==> src/rtl/tft_timing_gen.sv <==
// tft_timing_gen: RGB565 TFT raster timing generator with power-up/down sequencing and pixel fetch.
// Latency: pix_req/pix_x/pix_y are combinational from the raster counters; hsync/vsync/de/rgb for a
//   counter position appear PIX_LATENCY+1 cycles later. No backpressure: the pixel source must return
//   pix_rgb exactly PIX_LATENCY cycles after pix_req.
// Ports: clk_pix/rstn (async active-low) | enable, test_mode | pix_rgb in, pix_req/pix_x/pix_y out |
//   frame_start, disp_en, hsync, vsync, de, dclk, r/g/b to the panel.
// Optional feature macro: TFT_TEST_PATTERN_EN (test_mode selects an internal quadrant pattern).
module tft_timing_gen #(
    parameter int H_ACTIVE        = 800,
    parameter int H_FP            = 40,
    parameter int H_SYNC          = 128,
    parameter int H_BP            = 88,
    parameter int V_ACTIVE        = 480,
    parameter int V_FP            = 10,
    parameter int V_SYNC          = 2,
    parameter int V_BP            = 33,
    parameter bit HS_POL          = 1'b0,
    parameter bit VS_POL          = 1'b0,
    parameter int PWR_WAIT_CYCLES = 500000,
    parameter int PIX_LATENCY     = 2,
    parameter bit DCLK_INV        = 1'b0,
    localparam int XW = (H_ACTIVE > 1) ? $clog2(H_ACTIVE) : 1,
    localparam int YW = (V_ACTIVE > 1) ? $clog2(V_ACTIVE) : 1
) (
    input  logic          clk_pix,
    input  logic          rstn,
    input  logic          enable,
    input  logic          test_mode,
    input  logic [15:0]   pix_rgb,
    output logic          pix_req,
    output logic [XW-1:0] pix_x,
    output logic [YW-1:0] pix_y,
    output logic          frame_start,
    output logic          disp_en,
    output logic          hsync,
    output logic          vsync,
    output logic          de,
    output logic          dclk,
    output logic [4:0]    r,
    output logic [5:0]    g,
    output logic [4:0]    b
);

    localparam int H_TOTAL = H_ACTIVE + H_FP + H_SYNC + H_BP;
    localparam int V_TOTAL = V_ACTIVE + V_FP + V_SYNC + V_BP;
    localparam int HW      = $clog2(H_TOTAL);
    localparam int VW      = $clog2(V_TOTAL);
    localparam int WW      = (PWR_WAIT_CYCLES > 1) ? $clog2(PWR_WAIT_CYCLES) : 1;
    // Stage of the sideband pipe that holds a position during the cycle its pixel is captured.
    localparam int CAP     = (PIX_LATENCY > 0) ? PIX_LATENCY - 1 : 0;

    localparam logic [HW-1:0] H_LAST    = HW'(H_TOTAL - 1);
    localparam logic [VW-1:0] V_LAST    = VW'(V_TOTAL - 1);
    // A zero wait is treated as a single cycle in PWR_WAIT.
    localparam logic [WW-1:0] WAIT_LAST = WW'((PWR_WAIT_CYCLES > 0) ? PWR_WAIT_CYCLES - 1 : 0);
    localparam logic [31:0]   H_ACT_END = H_ACTIVE;
    localparam logic [31:0]   V_ACT_END = V_ACTIVE;
    localparam logic [31:0]   HS_START  = H_ACTIVE + H_FP;
    localparam logic [31:0]   HS_END    = H_ACTIVE + H_FP + H_SYNC;
    localparam logic [31:0]   VS_START  = V_ACTIVE + V_FP;
    localparam logic [31:0]   VS_END    = V_ACTIVE + V_FP + V_SYNC;

    typedef enum logic [1:0] {
        ST_IDLE,
        ST_PWR_WAIT,
        ST_RUN,
        ST_DRAIN
    } state_t;

    state_t          state_q, state_d;
    logic [WW-1:0]   wait_q, wait_d;
    logic [HW-1:0]   hcnt_q, hcnt_d;
    logic [VW-1:0]   vcnt_q, vcnt_d;

    logic            counting;
    logic            h_last, v_last;
    logic [31:0]     hpos, vpos;
    logic            hs_raw, vs_raw, de_raw;

    assign counting = (state_q == ST_RUN) || (state_q == ST_DRAIN);
    assign h_last   = (hcnt_q == H_LAST);
    assign v_last   = (vcnt_q == V_LAST);
    assign hpos     = 32'(hcnt_q);
    assign vpos     = 32'(vcnt_q);

    // ---------------------------------------------------------------- FSM + raster counters
    always_ff @(posedge clk_pix or negedge rstn) begin
        if (!rstn) begin
            state_q <= ST_IDLE;
            wait_q  <= '0;
            hcnt_q  <= '0;
            vcnt_q  <= '0;
        end else begin
            state_q <= state_d;
            wait_q  <= wait_d;
            hcnt_q  <= hcnt_d;
            vcnt_q  <= vcnt_d;
        end
    end

    always_comb begin
        state_d = state_q;
        wait_d  = wait_q;
        // Counters sit at (0,0) outside RUN/DRAIN so the first RUN cycle is position (0,0).
        hcnt_d  = '0;
        vcnt_d  = '0;
        if (counting) begin
            if (h_last) begin
                hcnt_d = '0;
                vcnt_d = v_last ? '0 : vcnt_q + 1'b1;
            end else begin
                hcnt_d = hcnt_q + 1'b1;
                vcnt_d = vcnt_q;
            end
        end
        case (state_q)
            ST_IDLE: begin
                if (enable) begin
                    state_d = ST_PWR_WAIT;
                    wait_d  = '0;
                end
            end
            ST_PWR_WAIT: begin
                if (!enable) begin
                    state_d = ST_IDLE;
                    wait_d  = '0;
                end else if (wait_q == WAIT_LAST) begin
                    state_d = ST_RUN;
                    wait_d  = '0;
                end else begin
                    wait_d = wait_q + 1'b1;
                end
            end
            ST_RUN: begin
                if (!enable) state_d = ST_DRAIN;
            end
            ST_DRAIN: begin
                // Finish the current frame so the panel sees a complete last frame of syncs.
                if (h_last && v_last) state_d = ST_IDLE;
            end
            default: state_d = ST_IDLE;
        endcase
    end

    // ---------------------------------------------------------------- pixel fetch
    assign pix_req     = (state_q == ST_RUN) && (hpos < H_ACT_END) && (vpos < V_ACT_END);
    assign pix_x       = pix_req ? hcnt_q[XW-1:0] : '0;
    assign pix_y       = pix_req ? vcnt_q[YW-1:0] : '0;
    assign frame_start = (state_q == ST_RUN) && (hcnt_q == '0) && (vcnt_q == '0);
    assign disp_en     = counting;

    // In DRAIN no pixel is requested, so de for drain positions is naturally 0.
    assign de_raw = pix_req;
    assign hs_raw = counting && (hpos >= HS_START) && (hpos < HS_END);
    assign vs_raw = counting && (vpos >= VS_START) && (vpos < VS_END);

    // ---------------------------------------------------------------- sideband delay line
    // Stage i holds the position from i+1 cycles ago; the last stage drives the pins.
    logic [PIX_LATENCY:0] hs_pipe_q, hs_pipe_d;
    logic [PIX_LATENCY:0] vs_pipe_q, vs_pipe_d;
    logic [PIX_LATENCY:0] de_pipe_q, de_pipe_d;

    always_comb begin
        hs_pipe_d    = hs_pipe_q;
        vs_pipe_d    = vs_pipe_q;
        de_pipe_d    = de_pipe_q;
        hs_pipe_d[0] = hs_raw;
        vs_pipe_d[0] = vs_raw;
        de_pipe_d[0] = de_raw;
        for (int i = 1; i <= PIX_LATENCY; i++) begin
            hs_pipe_d[i] = hs_pipe_q[i-1];
            vs_pipe_d[i] = vs_pipe_q[i-1];
            de_pipe_d[i] = de_pipe_q[i-1];
        end
        if (!counting) begin
            hs_pipe_d = '0;
            vs_pipe_d = '0;
            de_pipe_d = '0;
        end
    end

    always_ff @(posedge clk_pix or negedge rstn) begin
        if (!rstn) begin
            hs_pipe_q <= '0;
            vs_pipe_q <= '0;
            de_pipe_q <= '0;
        end else begin
            hs_pipe_q <= hs_pipe_d;
            vs_pipe_q <= vs_pipe_d;
            de_pipe_q <= de_pipe_d;
        end
    end

    // ---------------------------------------------------------------- pixel capture
    logic        de_cap;
    logic [15:0] pix_in;
    logic [15:0] rgb_q, rgb_d;

    always_comb begin
        de_cap = de_raw;
        if (PIX_LATENCY > 0) de_cap = de_pipe_q[CAP];
    end

`ifdef TFT_TEST_PATTERN_EN
    localparam int          XD     = (PIX_LATENCY > 0) ? PIX_LATENCY : 1;
    localparam logic [31:0] H_HALF = H_ACTIVE / 2;
    localparam logic [31:0] V_HALF = V_ACTIVE / 2;

    // Column/row of the pixel being captured, delayed alongside the sidebands.
    logic [XW-1:0] x_pipe_q [XD];
    logic [YW-1:0] y_pipe_q [XD];
    logic [XW-1:0] x_cap;
    logic [YW-1:0] y_cap;

    always_ff @(posedge clk_pix or negedge rstn) begin
        if (!rstn) begin
            for (int i = 0; i < XD; i++) begin
                x_pipe_q[i] <= '0;
                y_pipe_q[i] <= '0;
            end
        end else begin
            x_pipe_q[0] <= pix_x;
            y_pipe_q[0] <= pix_y;
            for (int i = 1; i < XD; i++) begin
                x_pipe_q[i] <= x_pipe_q[i-1];
                y_pipe_q[i] <= y_pipe_q[i-1];
            end
        end
    end

    always_comb begin
        x_cap = pix_x;
        y_cap = pix_y;
        if (PIX_LATENCY > 0) begin
            x_cap = x_pipe_q[XD-1];
            y_cap = y_pipe_q[XD-1];
        end
    end

    always_comb begin
        pix_in = pix_rgb;
        if (test_mode) begin
            if (32'(x_cap) < H_HALF) begin
                pix_in = (32'(y_cap) < V_HALF) ? 16'hF800 : 16'h07E0;
            end else if (32'(y_cap) < V_HALF) begin
                pix_in = 16'h001F;
            end else begin
                pix_in = y_cap[0] ? 16'hFFFF : 16'h0000;
            end
        end
    end
`else
    logic unused_test_mode;
    assign unused_test_mode = test_mode;
    assign pix_in           = pix_rgb;
`endif

    always_comb begin
        // Anything on pix_rgb outside a requested slot is ignored, keeping rgb at 0 when de is 0.
        rgb_d = de_cap ? pix_in : 16'h0000;
        if (!counting) rgb_d = 16'h0000;
    end

    always_ff @(posedge clk_pix or negedge rstn) begin
        if (!rstn) rgb_q <= '0;
        else       rgb_q <= rgb_d;
    end

    // ---------------------------------------------------------------- panel pins
    assign hsync = hs_pipe_q[PIX_LATENCY] ? HS_POL : ~HS_POL;
    assign vsync = vs_pipe_q[PIX_LATENCY] ? VS_POL : ~VS_POL;
    assign de    = de_pipe_q[PIX_LATENCY];
    assign r     = rgb_q[15:11];
    assign g     = rgb_q[10:5];
    assign b     = rgb_q[4:0];
    assign dclk  = DCLK_INV ? ~clk_pix : clk_pix;

endmodule
==> config.mk <==
export PLATFORM = sky130hd
export DESIGN_NAME = tft_timing_gen
export DESIGN_NICKNAME = d
export VERILOG_FILES = /design/src/rtl/tft_timing_gen.sv
export SDC_FILE = /design/constraint.sdc
export NUM_CORES = 1
export LEC_CHECK = 0
export BUFFER_PORTS_ARGS = -buffer_cell sky130_fd_sc_hd__buf_2
export CAP_MARGIN = 20
export CORE_MARGIN = 3
export CORE_UTILIZATION = 32
export CTS_BUF_LIST = sky130_fd_sc_hd__clkbuf_4 sky130_fd_sc_hd__clkbuf_8
export DETAILED_ROUTE_END_ITERATION = 12
export HOLD_SLACK_MARGIN = 0.12
export SLEW_MARGIN = 25
export SYNTH_ARGS = -nofsm -noshare
export SYNTH_HDL_FRONTEND = slang
export SYNTH_SLANG_ARGS = --single-unit
export TNS_END_PERCENT = 10
==> constraint.sdc <==
create_clock -name clk_pix -period 2.6 [get_ports clk_pix]
set_clock_uncertainty 0.05 [all_clocks]
set_input_delay 0.52 -clock clk_pix [delete_from_list [all_inputs] [get_ports clk_pix]]
set_output_delay 0.52 -clock clk_pix [all_outputs]
set_load 0.05 [all_outputs]
# After elaboration in Yosys (flattened, before gate mapping)
# Index checks and enable logic that the tools add are counted.
# Widths: inputs -> output; s select.
# op_classes
n_mux	24
magnitude_cmp	6
n_addsub	3
n_eq_ne	11
n_bitwise	0
shift	0
n_div	0
n_reduce_logical	16
multipliers	0
# op_table
op	n
$mux 19	3
$mux 10	4
$pmux 19 s2	1
$mux 16	2
$lt 11x10->1 const B	2
$mux 11	2
$lt 10x9->1 const B	2
$add 19x1->19 const B	1
$eq 19x19->1 const B	1
$add 11x1->11 const B	1
$eq 11x11->1 const B	1
$ge 11x10->1 const B	1
$logic_not 11->1	1
$add 10x1->10 const B	1
$eq 10x10->1 const B	1
$ge 10x9->1 const B	1
$logic_not 10->1	1
$mux 2	5
$logic_and 1x1->1	9
$mux 3	3
$mux 9	1
$pmux 2 s4	1
$eq 2x2->1 const B	2
$ne 2x1->1 const B	2
9 further kinds	11
# totals
elab_cells	68
ram_bits	0
output_inout_bits	42
latch_bits	0
reg_bits	67
mem_bits_ro	0
input_bits	20
n_memories	0

# Depth between registers and ports, before layout
# depth
ltp_word	5
ltp_mapped	8

==> results.md <==
- The run finished, with violations left.
- The checks that failed: negative setup slack.
- The share of total power dissipated in sequential elements is 0.485.
- Synthesis inferred 67 register bits.
- The endpoint required time on the critical path is 2.03 ns.
- In this run the power spent charging and discharging nets is 0.000542 W.
- The first global-routing pass estimated 13.6 mm of wire.
- The post-synthesis sequential area ratio is 0.495.
- The total area inside the core boundary comes to 0.0100 sq mm.
- The area growth from synthesis to layout is 25.6%.
- The routability-driven placement congestion ratio is 0.844.
- The worst-case setup slack after placement is 0.254 ns.
- The share of the synthesized area in the top cell type is 0.495.
- In this run the most critical hold path is launched from pix_rgb[12].
- During I/O placement, the number of pins put on the boundary was 62.
- The hold-critical path depth is 2.
- The remaining routing DRC violations is 0.
- Traced cell by cell, the critical path runs through inv_1 -> ha_1 -> or4b_4 -> nor3_2 -> and4_1 -> buf_6.
- For this run, the slowest stage of the critical path takes 0.48 ns.
- The placement row count is 36.
- Max-cap violations in this run came to 0.
- The dominant cell type by area after synthesis is sky130_fd_sc_hd__dfrtp_1.
- The kind of critical path is reg -> out.
- Power comes to 0.00216 W.
- Hold is met by 0.259 ns.
- Dividing the detail-routed wire length by the instance count gives 14.1 um.
- The full die area is 0.0119 sq mm.
- The number of distinct library cells after synthesis is 46.
- The HPWL after detailed placement is 5.36 mm.
- The number of antenna violations at the first check in global routing came to 0.
- The share of total power dissipated in the clock network is 0.496.
- The number of cell instances on the worst register-to-register path is 5.
- The number of warnings printed during yosys synthesis is 0.
- Of the cells placed in the final design, the portion with a size suffix greater than 1 is 0.257.
- The insertion delay to the later sink of the worst-skew pair is 0.45 ns.
- The number of global-route vias before repair came to 2798.
- The final wirelength is 8.04 mm.
- The share of total power dissipated in combinational logic is 0.019.
- The post-layout minimum cycle time is 2.60 ns.
- Setup repair after global routing could not meet its margin everywhere.
- The share of flip-flops with an asynchronous set or reset is 1.00.
- The number of nets in the synthesized netlist is 388.
- The post-synthesis cell count is 363.
- In the synthesized netlist the dominant register cell turns out to be sky130_fd_sc_hd__dfrtp_1.
- The clock-pin slew reported for the worst setup and hold paths after clock tree synthesis is 0.08 ns.
- Setup violations remaining at the end of the flow were counted as 1.
- The total negative setup slack is -0.00429 ns.
- The max-slew headroom at the worst pin is 0.524.
- The y dimension of the die is 109 um.
- The number of nets in the final layout is 455.
- The count of buffers added on input and output ports is 60.
- Power spread over the standard cell area amounts to 507 mW/mm^2.
- Summing every instance area after synthesis gives 0.00339 sq mm.
- The worst voltage drop across the vdd grid is 0.407 mV.
- The count of pins over their slew limit is 0.
- The count of nets left with antenna violations once routing finished came out at 0.
- The launching element type of the critical path is a flop.
- For this configuration, the core starts out at a cell density of 0.337.
- The first TritonRoute pass finished after 4 iterations.
- The final worst-path cycle share is 1.00.
- The cell type of the slowest stage on the worst timing path is sky130_fd_sc_hd__or4b_4.
- Timing would allow up to 384 MHz.
- The worst register-to-register path begins at hcnt_q[7].
- The arrival time at the worst endpoint is 2.03 ns.
- Ranked by total cell area, the synthesized netlist is headed by sky130_fd_sc_hd__dfrtp_1, sky130_fd_sc_hd__and2_1, sky130_fd_sc_hd__o21ai_0, sky130_fd_sc_hd__and3_1, sky130_fd_sc_hd__nand3_1.
- The internal power is 0.00161 W.
- The die is 109 um wide.
- The number of vias after detailed routing is 2904.
- The maximum number of pins on one net before global-route repair is 68.
- The startpoint of the worst setup timing path is vcnt_q[1].
- The vias per cell is 5.11.
- Across every metal layer, demand over resource in global routing totals 0.146.
- Setup slack on the critical path of the routed design comes to -0.00429 ns.
- The slew at the pin closest to its max-slew limit is 0.708 ns.
- The first routing iteration left 167 violations.
- The average instance in the mapped netlist occupies 9.33 sq um.
- At the end of the flow the core is filled with cells to 0.424.
- The net switching share of the total power is 0.251.
- The peak fanout along the critical path is 2.
- 0 antenna diodes ended up in the layout.
- The tightest min-delay check is of the in -> reg type.
- The number of failing hold endpoints at the final stage is 0.
- TritonCTS built the clock tree.
- The critical path endpoint category is an output port.
- For this design the static power due to leakage is 2.02 nW.
- The remaining global-route overflow is 0.
- The number of synthesized flops with an enable pin is 0.
## critical path, delay by kind of cell, from the launching register on
family,cells,cell delay [ns]
and+or+nand+nor,3,0.83
DFF,1,0.41
buffers and inverters,2,0.21
adders and majority gates,1,0.13
## Yosys cell counts, types with 5 or more instances
library cell	number
sky130_fd_sc_hd__a21oi_1	7
sky130_fd_sc_hd__a22o_1	5
sky130_fd_sc_hd__and2_1	27
sky130_fd_sc_hd__and3_1	22
sky130_fd_sc_hd__clkbuf_1	19
sky130_fd_sc_hd__dfrtp_1	67
sky130_fd_sc_hd__ha_1	5
sky130_fd_sc_hd__inv_1	13
sky130_fd_sc_hd__nand2_1	34
sky130_fd_sc_hd__nand3_1	26
sky130_fd_sc_hd__nand4_1	9
sky130_fd_sc_hd__nor2_1	19
sky130_fd_sc_hd__nor3_1	14
sky130_fd_sc_hd__nor4_1	5
sky130_fd_sc_hd__o21ai_0	29
sky130_fd_sc_hd__o31ai_1	5
sky130_fd_sc_hd__or3_1	7
sky130_fd_sc_hd__xor2_1	5
## final cells by class
class | count | area [sq um]
clock buffer | 13 | 170
fill | 985 | 5790
clock inverter | 7 | 75.1
tap | 133 | 166
multi-input combinational | 260 | 1580
inverter | 13 | 48.8
timing repair buffer | 75 | 529
sequential | 67 | 1680
## final timing paths
kind / to / slack, ns
worst min register to register: vs_pipe_q[1] / 0.40
worst max-delay path: frame_start / -0.004
min in group asynchronous: vcnt_q[8] / 0.57
worst min-delay path: rgb_q[12] / 0.26
worst max register to register: vcnt_q[3] / 0.26
max in group asynchronous: hcnt_q[7] / 1.61
## state kept, by name, summed over array words and instances (netlist names), named ones only
signal	flops
wait_q	19
rgb_q	16
hcnt_q	11
vcnt_q	10
de_pipe_q	3
hs_pipe_q	3
vs_pipe_q	3
state_q	1
## layer usage
metal,vias up,share of wire,global-route usage
met2,76,0.46,0.221
met4,0,0.017,0.0739
met5,-,0,0
met3,12,0.054,0.0391
li1,1420,-,-
met1,1396,0.46,0.193
## stage by stage
stage                     cell area (sq um)  std cells
after floorplan                        3390        363
after global placement                 3860        545
after detailed placement               3860        545
after CTS                              4150        568
after global routing                   4250        568
final                                  4250        568
## power by group through the flow
stage,registers (W),logic (W),clock network [W]
after floorplan,0.00107,0.00000355,0.0000829
after CTS,0.00105,0.0000442,0.00110
after global placement,0.00107,0.0000427,0.0000734
after global routing,0.00105,0.0000495,0.00116
final,0.00105,0.0000417,0.00107
after detailed placement,0.00107,0.0000428,0.0000734
## layout by cell type, fill, tap and decap left out, drive strengths merged, types with 7 or more instances in the layout
cell,n
nor2,19
and3,22
dfrtp,67
nand2,34
nand3,26
o21ai,29
nor3,15
nand4,9
and2,28
buf,75
or3,7
clkbuf,12
a21oi,7
inv,15
## kinds of logic after synthesis
group / after synthesis / synth area share
compound gates: 60 / 0.115
xor+xnor: 8 / 0.0207
fa+ha+maj: 5 / 0.0185
flops: 67 / 0.495
simple gates: 187 / 0.309
buf+inv: 36 / 0.0418
## repair_timing
item,in CTS,in global routing
hold endpoints to repair,67,0
endpoints found under the setup margin,3,21
hold buffers,1,0
cloned,0,0
resized for setup,7,51
setup buffers,3,0
Power figures use the tool's default switching activity.
